--- config.mk ---
export PLATFORM = sky130hd
export DESIGN_NAME = bin2bcd_seq
export DESIGN_NICKNAME = d
export VERILOG_FILES = /design/src/rtl/bin2bcd_pkg.sv /design/src/rtl/bin2bcd_seq_add3.sv /design/src/rtl/bin2bcd_seq.sv
export SDC_FILE = /design/constraint.sdc
export NUM_CORES = 1
export LEC_CHECK = 0
export ABC_AREA = 0
export BUFFER_PORTS_ARGS = -buffer_cell sky130_fd_sc_hd__buf_2
export CORE_MARGIN = 4
export CORE_UTILIZATION = 25
export DETAILED_ROUTE_END_ITERATION = 6
export GPL_TIMING_DRIVEN = 1
export PLACE_DENSITY = 0.47
export SETUP_SLACK_MARGIN = 0.15
export SYNTH_ARGS = -nofsm -noshare
export SYNTH_HDL_FRONTEND = slang
export SYNTH_SLANG_ARGS = --single-unit
--- constraint.sdc ---
create_clock -name clk_i -period 1.4 [get_ports clk_i]
set_input_delay 0.07 -clock clk_i [delete_from_list [all_inputs] [get_ports clk_i]]
set_output_delay 0.07 -clock clk_i [all_outputs]
set_load 0.005 [all_outputs]
--- src/rtl/bin2bcd_pkg.sv ---
// Shared types and constants for the sequential binary-to-BCD converter.
package bin2bcd_pkg;

    localparam int unsigned DIGIT_W       = 4;
    localparam int unsigned BIN_W_DEFAULT = 16;
    localparam int unsigned CNT_W         = $clog2(BIN_W_DEFAULT + 1);

    localparam logic [DIGIT_W-1:0] BCD_NINE = 4'h9;

    typedef enum logic [1:0] {
        IDLE,
        SHIFT,
        DONE
    } state_e;

endpackage

--- src/rtl/bin2bcd_seq_add3.sv ---
// Double-dabble digit corrector: digits of 5 or more get +3 before the next shift.
module bcd_add3
    import bin2bcd_pkg::*;
(
    input  logic [DIGIT_W-1:0] digit_i,
    output logic [DIGIT_W-1:0] adj_c_o
);

    // The add wraps within the digit; a digit never exceeds 9, so no carry out is needed.
    assign adj_c_o = (digit_i >= DIGIT_W'(5)) ? (digit_i + DIGIT_W'(3)) : digit_i;

endmodule

--- src/rtl/bin2bcd_seq.sv ---
// Sequential shift-and-add-3 binary-to-BCD converter with saturation to all nines.
// bcd_o holds the last result so the digit selector always sees a stable value.
module bin2bcd_seq
    import bin2bcd_pkg::*;
#(
    parameter int unsigned BIN_W      = bin2bcd_pkg::BIN_W_DEFAULT,
    parameter int unsigned DIGITS     = 4,
    parameter int unsigned INT_DIGITS = 5
) (
    input  logic                      clk_i,
    input  logic                      rst_i,
    input  logic [BIN_W-1:0]          bin_i,
    input  logic                      start_i,
    output logic [DIGIT_W*DIGITS-1:0] bcd_o,
    output logic                      ovf_o,
    output logic                      busy_o,
    output logic                      valid_o
);

    localparam int unsigned CTR_W = $clog2(BIN_W + 1);
    localparam int unsigned SCR_W = INT_DIGITS * DIGIT_W;
    localparam int unsigned OUT_W = DIGITS * DIGIT_W;

    state_e             state_q, state_d;
    logic [BIN_W-1:0]   shift_q, shift_d;
    logic [SCR_W-1:0]   scr_q, scr_d;
    logic [SCR_W-1:0]   scr_adj;
    logic [CTR_W-1:0]   cnt_q, cnt_d;
    logic [OUT_W-1:0]   bcd_q, bcd_d;
    logic               ovf_q, ovf_d;
    logic               busy_q, busy_d;
    logic               valid_q, valid_d;
    logic               hi_nz;

    // Per-digit +3 correction applied to the scratch register before each shift.
    for (genvar g = 0; g < INT_DIGITS; g++) begin : g_add3
        bcd_add3 u_add3 (
            .digit_i (scr_q[g*DIGIT_W +: DIGIT_W]),
            .adj_c_o (scr_adj[g*DIGIT_W +: DIGIT_W])
        );
    end

    // Any nonzero digit above the displayed ones means the value exceeds 10^DIGITS-1.
    if (INT_DIGITS > DIGITS) begin : g_hi
        assign hi_nz = |scr_q[SCR_W-1:OUT_W];
    end else begin : g_no_hi
        assign hi_nz = 1'b0;
    end

    always_comb begin
        state_d = state_q;
        shift_d = shift_q;
        scr_d   = scr_q;
        cnt_d   = cnt_q;
        bcd_d   = bcd_q;
        ovf_d   = ovf_q;
        busy_d  = 1'b0;
        valid_d = 1'b0;

        case (state_q)
            IDLE: begin
                if (start_i) begin
                    shift_d = bin_i;
                    scr_d   = '0;
                    cnt_d   = CTR_W'(BIN_W);
                    state_d = SHIFT;
                end
            end
            SHIFT: begin
                busy_d             = 1'b1;
                {scr_d, shift_d}   = {scr_adj, shift_q} << 1;
                cnt_d              = cnt_q - CTR_W'(1);
                if (cnt_q == CTR_W'(1)) begin
                    state_d = DONE;
                end
            end
            DONE: begin
                if (hi_nz) begin
                    bcd_d = {DIGITS{BCD_NINE}};
                    ovf_d = 1'b1;
                end else begin
                    bcd_d = scr_q[OUT_W-1:0];
                    ovf_d = 1'b0;
                end
                valid_d = 1'b1;
                state_d = IDLE;
            end
            default: begin
                state_d = IDLE;
            end
        endcase
    end

    always_ff @(posedge clk_i) begin
        if (rst_i) begin
            state_q <= IDLE;
            shift_q <= '0;
            scr_q   <= '0;
            cnt_q   <= '0;
            bcd_q   <= '0;
            ovf_q   <= 1'b0;
            busy_q  <= 1'b0;
            valid_q <= 1'b0;
        end else begin
            state_q <= state_d;
            shift_q <= shift_d;
            scr_q   <= scr_d;
            cnt_q   <= cnt_d;
            bcd_q   <= bcd_d;
            ovf_q   <= ovf_d;
            busy_q  <= busy_d;
            valid_q <= valid_d;
        end
    end

    assign bcd_o   = bcd_q;
    assign ovf_o   = ovf_q;
    assign busy_o  = busy_q;
    assign valid_o = valid_q;

endmodule

==> out/metrics.csv, run 1 <==
stage;metric;value;unit
placed_design;place_inst;504;
routing;drt-met1-wl;3661;um
synth;yosysUniqueCellTypes;45;
synth;synth_top_area_share;0.4495;
worst_hold_path;hold_path.class;in2reg;
synth;ys.flop_type;dfxtp_1;
placed_design;dpl_worst_slack;0.0009646;ns
synth;ys_seq_area_frac;0.4495;
routing;wl_per_cell;13.62;um
floorplanning;die-area;12790;um2
cts;clk_path_buf_depth;2;
outcome;status;finished, final reports clean;
synth;ys_ff_latch;62;
cts;cts_root_buf;clkbuf_8;
synth;ys_warn_count;0;
floorplanning;die_x;113.1;um
setup_path;path_buf_inv;1;
sta;setup_viol;0;
routing;wl_met3;355;um
cells_and_area;layout.nets;435;
sta;fin_crit;1.307;ns
sta;max_freq;765.0;MHz
routing;dr.first_iter.drc_count;85;
grt;grt_pass1_vias;2541;
setup_path;critPathMaxStageDelay;0.37;ns
cts;numCtsBuffers;9;
cells_and_area;fin_cells;547;
placed_design;post_dp_cell_area;3308;um2
setup_path;start_kind;flip-flop;
sta;fin_skew;0.006638;ns
routing;highest_layer;met4;
placed_design;hpwl;5078;um
floorplanning;core_area;10840;um2
sta;max-slew-margin-rel;0.6994;
grt;track_usage;0.1222;
setup_path;crit_chain;inv_4 -> ha_4 -> nand2b_4 -> a21oi_4 -> mux2i_1 -> a22o_1;
cts;path_clk_slew;0.07;ns
cells_and_area;drive_above_1_share;0.4570;
setup_path;cp_num_cells;6;
floorplanning;row_count;38;
sta;finalHoldViolCount;0;
routing;via_count;2492;
synth;synthArstFlopShare;0;
power_and_ir_drop;cellLeakagePower;1.684;nW
cts;cts_max_level;3;
worst_hold_path;hold_depth;3;
synth;syn_avg_cell_area;8.879;um2
sta;rsz0062_at_grt;yes;
cells_and_area;final_area;4161;um2
synth;synth_edf_count;0;
power_and_ir_drop;irDropWorstVdd;479.4;uV
cells_and_area;area_growth_syn_to_layout;50.70;%
routing;drt_wl_total;7452;um
sta;tightestPinTransition;0.4446;ns
sta;min_period_over_period;0.9337;
cells_and_area;final_common_cell;dfxtp_1;
setup_path;cpLargestDelayFamily;flip-flops;
placed_design;gp_congestion;0.7382;
flow_run;maxCapViolations;0;
sta;fin_tns_setup;0;ns
floorplanning;die_y;113.1;um
routing;firstDrtPassIters;4;
cts;cts_tree;built;
routing;routed_via_density;4.556;
setup_path;crit_path_end_kind;flip-flop;
floorplanning;ios;38;
setup_path;rr_worst_depth;6;
grt;globalRouteOverflowTotal;0;
synth;synth_cells;311;
sta;finalMaxSlewViolations;0;
synth;synth.net_count;343;
grt;grt_pass1_wl;12770;um
setup_path;critPathRequiredTime;1.69;ns
synth;synthesis.area;2761;um2
cts;clock_latency;0.34;ns
grt;grt_max_degree;18;
power_and_ir_drop;power.total;4.306;mW
sta;fin_ws;0.09280;ns
routing;drc_errors;0;
power_and_ir_drop;power.density;1035;nW/um2
cts;cts.sinks;62;
setup_path;arrival;1.59;ns
setup_path;cp_max_fo;3;
cells_and_area;final_cell_mix;47 x dfxtp_1, 39 x nand2_1, 38 x buf_4;
floorplanning;start_util;0.2547;
placed_design;numPortBuffers;37;
routing;routed-wl-met2;3343;um
grt;antenna_found_initial;0;
setup_path;cpMaxStageDelayCell;dfxtp_4;
routing;ant_nets;0;
synth;synth_top_cell_by_area;dfxtp_1;
synth;synth_area_leaders;dfxtp_1 45%, ha_1 5.9%, nand2_1 5.4%;
setup_path;worstSetupPathType;reg2reg;
cells_and_area;antenna_cells;0;
[final timing paths]
kind | startpoint | to | slack (ns)
worst min-delay path | bin_i[8] | shift_q[8] | 0.08
worst min register to register | shift_q[13] | shift_q[14] | 0.44
worst max-delay path | scr_q[5] | scr_q[6] | 0.09
worst max register to register | scr_q[5] | scr_q[6] | 0.09
[kinds of logic (layout without fill, tap and decap cells)]
kind of cell             count (synthesis)  in the layout  synth area share
XOR/XNOR                                 9              9           0.02854
buffers and inverters                   27            123           0.04984
AND/OR/NAND/NOR                        117            117            0.1930
adder cells (fa/ha/maj)                 13             13           0.05890
flip-flops                              62             62            0.4495
AO/OA/AOI/OAI                           77             77            0.1980
multiplexers                             6              6           0.02220
[report_power, final]
group | switching (mW) | internal [mW]
Sequential | 0.0723 | 1.84
Combinational | 0.306 | 0.299
Clock | 0.700 | 1.08
[repair_timing]
action	4_1_cts	5_1_grt
hold buffers	9	0
setup buffers	15	4
endpoints found under the hold margin	9	0
gates resized for setup	66	34
pin swaps	15	18
endpoints found under the setup margin	48	42
[synthesized netlist by cell type (2+ instances only)]
library cell  number
a22o_1             7
nor3_1            16
a21oi_1           15
nand2b_1           9
nand2_1           40
buf_6              2
xor2_1             4
o22ai_1            3
inv_1             12
dfxtp_1           62
nor2_1            40
buf_4              3
o21ai_1            9
a22oi_1           10
o21ai_0            9
a2bb2oi_1          4
o31ai_2            3
xnor2_1            5
a211oi_1           4
o32ai_1            2
buf_2              6
a32o_1             2
inv_2              2
nand3_1            3
a21oi_2            3
ha_1              13
mux2i_1            5
[worst min-delay path, delay by kind of cell]
kind,cells,cell delay [ns]
buffers and inverters,1,0.10
AO/OA/AOI/OAI,2,0.20
[per-stage QoR]
step / hold WS, ns / utilization
floorplan: 0.1846 / -
global placement: 0.2880 / 0.3052
detailed placement: 0.2826 / 0.3052
CTS: 0.06794 / 0.3712
global route: 0.08335 / 0.3839
finish: 0.08188 / 0.3839
[flip-flops by register name (all words and copies together) (netlist names)]
signal	count
bcd_o	16
cnt_q	5
state_q	2
valid_o	1
shift_q	16
scr_q	20
ovf_o	1
busy_o	1
[cell type report]
type,instances,area [um2]
repair buffers,93,679.4
clock inverters,4,70.07
inverters,15,73.82
flip-flops and latches,62,1275
clock buffers,11,151.4
fillers,1123,6679
well taps,140,175.2
multi-input cells,222,1737
[layer usage]
layer / up-vias / global-route usage
met2: 50 / 0.1868
li1: 1265 / -
met1: 1167 / 0.1685
met5: - / 0
met4: 0 / 0.03365
met3: 10 / 0.03529
No activity file was read; power rests on OpenSTA's default activity.
==> run 2, diff against run 1 <==
- CORE_MARGIN: 4 -> unset
==> run 2 against run 1 <==
Against the previous run: sequential share of layout area down 0.82 points; hold slack worse by 0.044 ns; register-to-register slack better by 0.04 ns; power up 0.78%; sequential power about the same; clock-buffer cell count up 1; utilization up 1.1 points; design area up 2.4%; critical endpoint is now scr_q[2].
==> out/metrics.csv, run 2 (synthesis gave the netlist of run 1 again) <==
stage;metric;value;unit;change
routing;routed_via_density;4.523;;-0.72%
cells_and_area;area_growth_syn_to_layout;54.37;%;
sta;min_period_over_period;0.9082;;-0.02551
routing;dr.first_iter.drc_count;41;;-52%
cts;cts_max_level;3;;unchanged
power_and_ir_drop;combPwrFrac;0.156;;+0.015
placed_design;hpwl;4995;um;-1.6%
setup_path;critPathRequiredTime;1.68;ns;about the same
setup_path;start_kind;flip-flop;;
cells_and_area;top_register;scr_q;;
power_and_ir_drop;cellLeakagePower;1.718;nW;+2.0%
setup_path;cpMaxStageDelayCell;dfxtp_2;;
placed_design;numPortBuffers;37;;unchanged
routing;wl_per_cell;14.03;um;+3.0%
sta;finalHoldViolCount;0;;unchanged
cells_and_area;final_common_cell;dfxtp_1;;
cts;cts.sinks;62;;unchanged
sta;max_freq;786.5;MHz;+2.8%
routing;drc_errors;0;;unchanged
cts;numCtsBuffers;9;;unchanged
power_and_ir_drop;p_seq_frac;0.441;;-0.004
power_and_ir_drop;power.density;1018;nW/um2;-1.6%
routing;ant_nets;0;;unchanged
floorplanning;die_x;107.1;um;-5.3%
setup_path;cp_max_fo;3;;unchanged
floorplanning;die_y;107.1;um;-5.3%
cts;clock_latency;0.34;ns;about the same
cts;cts_tree;built;;
sta;fin_skew;0.01021;ns;+0.003570 ns
cells_and_area;layout.nets;436;;+0.23%
power_and_ir_drop;power.total;4.339;mW;+0.78%
cts;clk_path_buf_depth;2;;unchanged
routing;drt_wl_total;7705;um;+3.4%
sta;finalMaxSlewViolations;0;;unchanged
setup_path;cpLargestDelayFamily;flip-flops;;
power_and_ir_drop;switching_share;0.2532;;+0.002832
flow_run;maxCapViolations;0;;unchanged
outcome;status;finished, final reports clean;;
floorplanning;ios;38;;unchanged
power_and_ir_drop;power_switching;1.099;mW;+1.9%
power_and_ir_drop;internal_power;3.240;mW;+0.40%
setup_path;crit_path_end_kind;flip-flop;;
sta;tightestPinTransition;0.3726;ns;-0.07201 ns
worst_hold_path;hold_path.class;in2reg;;
grt;grt_pass1_wl;12880;um;+0.87%
cells_and_area;fin_cells;549;;+0.37%
floorplanning;core_area;10790;um2;-0.44%
sta;rsz0062_at_grt;yes;;
setup_path;critPathMaxStageDelay;0.35;ns;-0.02 ns
grt;antenna_found_initial;0;;unchanged
setup_path;worstSetupPathType;reg2reg;;
sta;fin_crit;1.271;ns;-0.03572 ns
power_and_ir_drop;irDropWorstVdd;437.8;uV;-8.7%
floorplanning;die-area;11470;um2;-10%
setup_path;crit_chain;inv_4 -> ha_4 -> nand2b_4 -> a21oi_4 -> mux2i_1 -> a22o_1;;
power_and_ir_drop;clkPwrFrac;0.403;;-0.011
routing;via_count;2483;;-0.36%
grt;grt_max_degree;33;;+15
cells_and_area;largest_reg_flops;20;;unchanged
cts;cts_root_buf;clkbuf_8;;
grt;globalRouteOverflowTotal;0;;unchanged
floorplanning;start_util;0.2559;;+0.001122
floorplanning;row_count;38;;unchanged
sta;whs;0.03806;ns;-0.04382 ns
placed_design;place_inst;504;;unchanged
grt;grt_pass1_vias;2559;;+0.71%
sta;fin_tns_setup;0;ns;unchanged
cts;path_clk_slew;0.07;ns;about the same
sta;setup_viol;0;;unchanged
grt;track_usage;0.1463;;+0.02411
routing;firstDrtPassIters;4;;unchanged
cells_and_area;drive_above_1_share;0.4694;;+0.01244
setup_path;path_buf_inv;1;;unchanged
cells_and_area;final_cell_mix;48 x dfxtp_1, 39 x nand2_1, 38 x buf_2;;
cells_and_area;antenna_cells;0;;unchanged
setup_path;arrival;1.55;ns;-0.04 ns
placed_design;gp_congestion;0.7227;;-2.1%
sta;max-slew-margin-rel;0.7481;;+0.04868
run 2: metal layers:
layer	share of wire	vias up	track usage	wire length [um]
met5	0	-	0	0
met4	0.010	0	0.04012	80
met3	0.041	9	0.04316	317
met2	0.48	47	0.2493	3685
met1	0.47	1161	0.1782	3622
li1	-	1266	-	-
run 2: area by class of cell:
class                      count  area (um2)
timing repair buffer          94       760.7
inverter                      15       78.83
tap                          140       175.2
clock inverter                 4       70.07
sequential                    62        1271
multi-input combinational    222        1762
clock buffer                  12       145.1
fill                        1095        6530
run 2: stage by stage:
stage,area [um2],utilization,setup WS [ns]
floorplan,2804,-,0.1256
CTS,4073,0.3773,0.1082
finish,4263,0.3950,0.1285
global placement,3383,0.3135,0.02417
detailed placement,3383,0.3135,-0.01309
global route,4263,0.3950,0.05466
run 2: worst min-delay path: cells and delay by family:
kind	cells	cell delay [ns]
AO/OA/AOI/OAI	2	0.18
buffers and inverters	1	0.09
run 2: final timing paths:
| path | startpoint | to | slack, ns | depth (start not counted) |
|---|---|---|---|---|
| setup / recovery | scr_q[1] | scr_q[2] | 0.13 | 6 |
| hold / removal | bin_i[3] | shift_q[3] | 0.04 | 3 |
| hold reg to reg | shift_q[4] | shift_q[5] | 0.44 | 2 |
| setup reg to reg | scr_q[1] | scr_q[2] | 0.13 | 6 |
run 2: power by group through the flow:
| stage | registers (mW) | logic [mW] | clock network [mW] |
|---|---|---|---|
| floorplan | 1.93 | 0.335 | 0 |
| global placement | 1.95 | 0.577 | 0 |
| detailed placement | 1.95 | 0.585 | 0 |
| CTS | 1.91 | 0.641 | 1.80 |
| global route | 1.92 | 0.747 | 1.90 |
| finish | 1.91 | 0.678 | 1.75 |
run 2: timing repair:
action,in CTS,in global routing
endpoints found under the hold margin,8,0
setup buffers,11,9
gates resized for setup,71,34
gates cloned,0,1
endpoints found under the setup margin,48,47
hold buffers,8,0
pin swaps,17,26
==> run 3, diff against run 2 <==
- MAX_ROUTING_LAYER: unset -> met4
- TNS_END_PERCENT: unset -> 1
==> run 3 against run 2 <==
Against the previous run: clock-buffer cell count rose by 1; sequential cell count did not move; design area fell by 6.6%; clock power down 2%; clock skew increased by 0.00089 ns; routed wire length is 6.5% lower; first-iteration DRC count increased by 88%; non-clock buffer count down 5; utilization shrank 2.6 points; sequential share of layout area rose by 1.8 points.
==> out/metrics.csv, run 3 (synthesis gave the netlist of run 1 again) <==
stage;metric;value;unit;change
outcome;status;finished, final reports clean;;
setup_path;rr_worst_depth;6;;unchanged
cts;path_clk_slew;0.06;ns;about the same
grt;globalRouteOverflowTotal;0;;unchanged
routing;drc_errors;0;;unchanged
setup_path;worstSetupPathType;reg2reg;;
setup_path;start_kind;flip-flop;;
sta;setup_viol;0;;unchanged
routing;ant_nets;0;;unchanged
sta;fin_tns_setup;0;ns;unchanged
setup_path;ff2ff_setup_slack;0.09;ns;-0.04 ns
setup_path;crit_path_end;scr_q[18];;
cells_and_area;largest_reg_flops;20;;unchanged
placed_design;hpwl;4923;um;-1.4%
grt;antenna_found_initial;0;;unchanged
cells_and_area;final_cell_mix;51 x dfxtp_1, 39 x nand2_1, 37 x buf_2;;
setup_path;critPathMaxStageDelay;0.34;ns;about the same
floorplanning;row_count;38;;unchanged
cells_and_area;fin_cells;544;;-0.91%
routing;routed_via_density;4.513;;-0.22%
cells_and_area;final_common_cell;dfxtp_1;;
placed_design;gp_congestion;0.7359;;+1.8%
floorplanning;core_area;10790;um2;unchanged
cells_and_area;layout.nets;431;;-1.1%
grt;track_usage;0.1438;;-0.002487
sta;fin_crit;1.308;ns;+0.03654 ns
routing;drt_wl_total;7201;um;-6.5%
setup_path;cp_num_cells;6;;unchanged
setup_path;crit_path_start;scr_q[16];;
cts;cts.sinks;62;;unchanged
cts;clock_latency;0.34;ns;about the same
flow_run;maxCapViolations;0;;unchanged
routing;dr.first_iter.drc_count;77;;+88%
floorplanning;die-area;11470;um2;unchanged
cells_and_area;antenna_cells;0;;unchanged
sta;min_period_over_period;0.9343;;+0.02610
setup_path;path_buf_inv;1;;unchanged
cts;cts_root_buf;clkbuf_8;;
floorplanning;start_util;0.2559;;unchanged
cts;cts_max_level;3;;unchanged
cts;clk_path_buf_depth;2;;unchanged
grt;grt_max_degree;24;;-27%
setup_path;cp_max_fo;2;;-1
sta;finalMaxSlewViolations;0;;unchanged
setup_path;crit_path_end_kind;flip-flop;;
worst_hold_path;hold_path.class;in2reg;;
cts;numCtsBuffers;9;;unchanged
cells_and_area;top_register;scr_q;;
sta;finalHoldViolCount;0;;unchanged
routing;wl_per_cell;13.24;um;-5.7%
setup_path;cpLargestDelayFamily;flip-flops;;
placed_design;numPortBuffers;37;;unchanged
cells_and_area;area_growth_syn_to_layout;44.13;%;
grt;grt_pass1_vias;2465;;-3.7%
floorplanning;die_x;107.1;um;unchanged
floorplanning;die_y;107.1;um;unchanged
setup_path;cpMaxStageDelayCell;dfxtp_2;;
power_and_ir_drop;power.density;1054;nW/um2;+3.5%
sta;max-slew-margin-rel;0.7383;;-0.009796
setup_path;r2r-end;scr_q[18];;
sta;max_freq;764.5;MHz;-2.8%
power_and_ir_drop;cellLeakagePower;1.653;nW;-3.8%
power_and_ir_drop;irDropWorstVdd;618.0;uV;+41%
grt;grt_pass1_wl;12420;um;-3.6%
sta;fin_skew;0.01109;ns;+0.0008867 ns
setup_path;critPathRequiredTime;1.68;ns;about the same
setup_path;worstReg2RegStart;scr_q[16];;
placed_design;place_inst;509;;+0.99%
setup_path;arrival;1.59;ns;+0.04 ns
routing;via_count;2455;;-1.1%
floorplanning;ios;38;;unchanged
cells_and_area;drive_above_1_share;0.3985;;-0.07092
setup_path;crit_chain;buf_6 -> ha_2 -> nand2b_4 -> a21oi_4 -> mux2i_1 -> a22o_1;;
cells_and_area;final_core_util;0.3688;;-0.02620
cts;cts_tree;built;;
sta;rsz0062_at_grt;yes;;
sta;tightestPinTransition;0.3871;ns;+0.01449 ns
routing;firstDrtPassIters;4;;unchanged
## run 3: cell count changes in the layout (fill, tap and decap cells not counted), moves of 4 or more
cell     previous run  this run
a21oi_1             5        13
a21oi_2             8         0
a22oi_1             3        10
a22oi_2             7         0
dfxtp_4             5         1
ha_2                0         4
ha_4               11         5
inv_2               4         8
inv_4               9         4
## run 3: area by class of cell
type	instances	area (um2)
Tap cell	140	175.2
Inverter	15	66.31
Sequential cell	62	1257
Multi-Input combinational cell	222	1579
Timing Repair Buffer	89	683.2
Clock buffer	13	178.9
Fill cell	1096	6813
Clock inverter	3	40.04
## run 3: how the worst min path moves through the flow
stage / startpoint / to / cells after the start
finish: bin_i[8] / shift_q[8] / 3
global route: bin_i[8] / shift_q[8] / 3
CTS: bin_i[8] / shift_q[8] / 3
detailed placement: bin_i[0] / shift_q[0] / 2
global placement: bin_i[0] / shift_q[0] / 2
floorplan: bin_i[6] / shift_q[6] / 2
## run 3: per-layer routing
layer	vias to the layer above	wire [um]	global-route usage
li1	1251	-	-
met1	1156	3554	0.1818
met2	36	3367	0.2295
met3	12	206	0.03647
met4	0	73	0.03523
met5	-	0	-
## run 3: where the power goes
group	internal, mW	total (mW)	switching, mW
combinational	0.280	0.574	0.294
clock	1.01	1.71	0.696
sequential	1.85	1.91	0.0642
## run 3: worst reg2reg max path, delay by kind of cell (launching register included)
kind                       cells  cell delay [ns]
DFF                            1             0.34
AOI/OAI and AO/OA              2             0.28
muxes                          1             0.21
adders and majority gates      1             0.17
and+or+nand+nor                1             0.14
buffers and inverters          1             0.11
## run 3: through the flow
stage	worst slack [ns]	hold WS [ns]	power (mW)	area [um2]
5_1_grt	0.02711	0.1014	4.412	3980
3_3_place_gp	-0.0003821	0.2861	2.488	3364
6_report	0.09198	0.1001	4.195	3980
2_1_floorplan	0.1199	0.1846	2.263	2773
3_5_place_dp	-0.01095	0.2859	2.496	3364
4_1_cts	0.1105	0.08232	4.253	3956
## run 3: timing repair
action | in CTS | in global routing
pin swaps | 13 | 5
setup buffers | 10 | 0
hold endpoints to repair | 9 | 0
resized for setup | 55 | 6
hold buffers | 9 | 0
setup endpoints to repair | 43 | 52
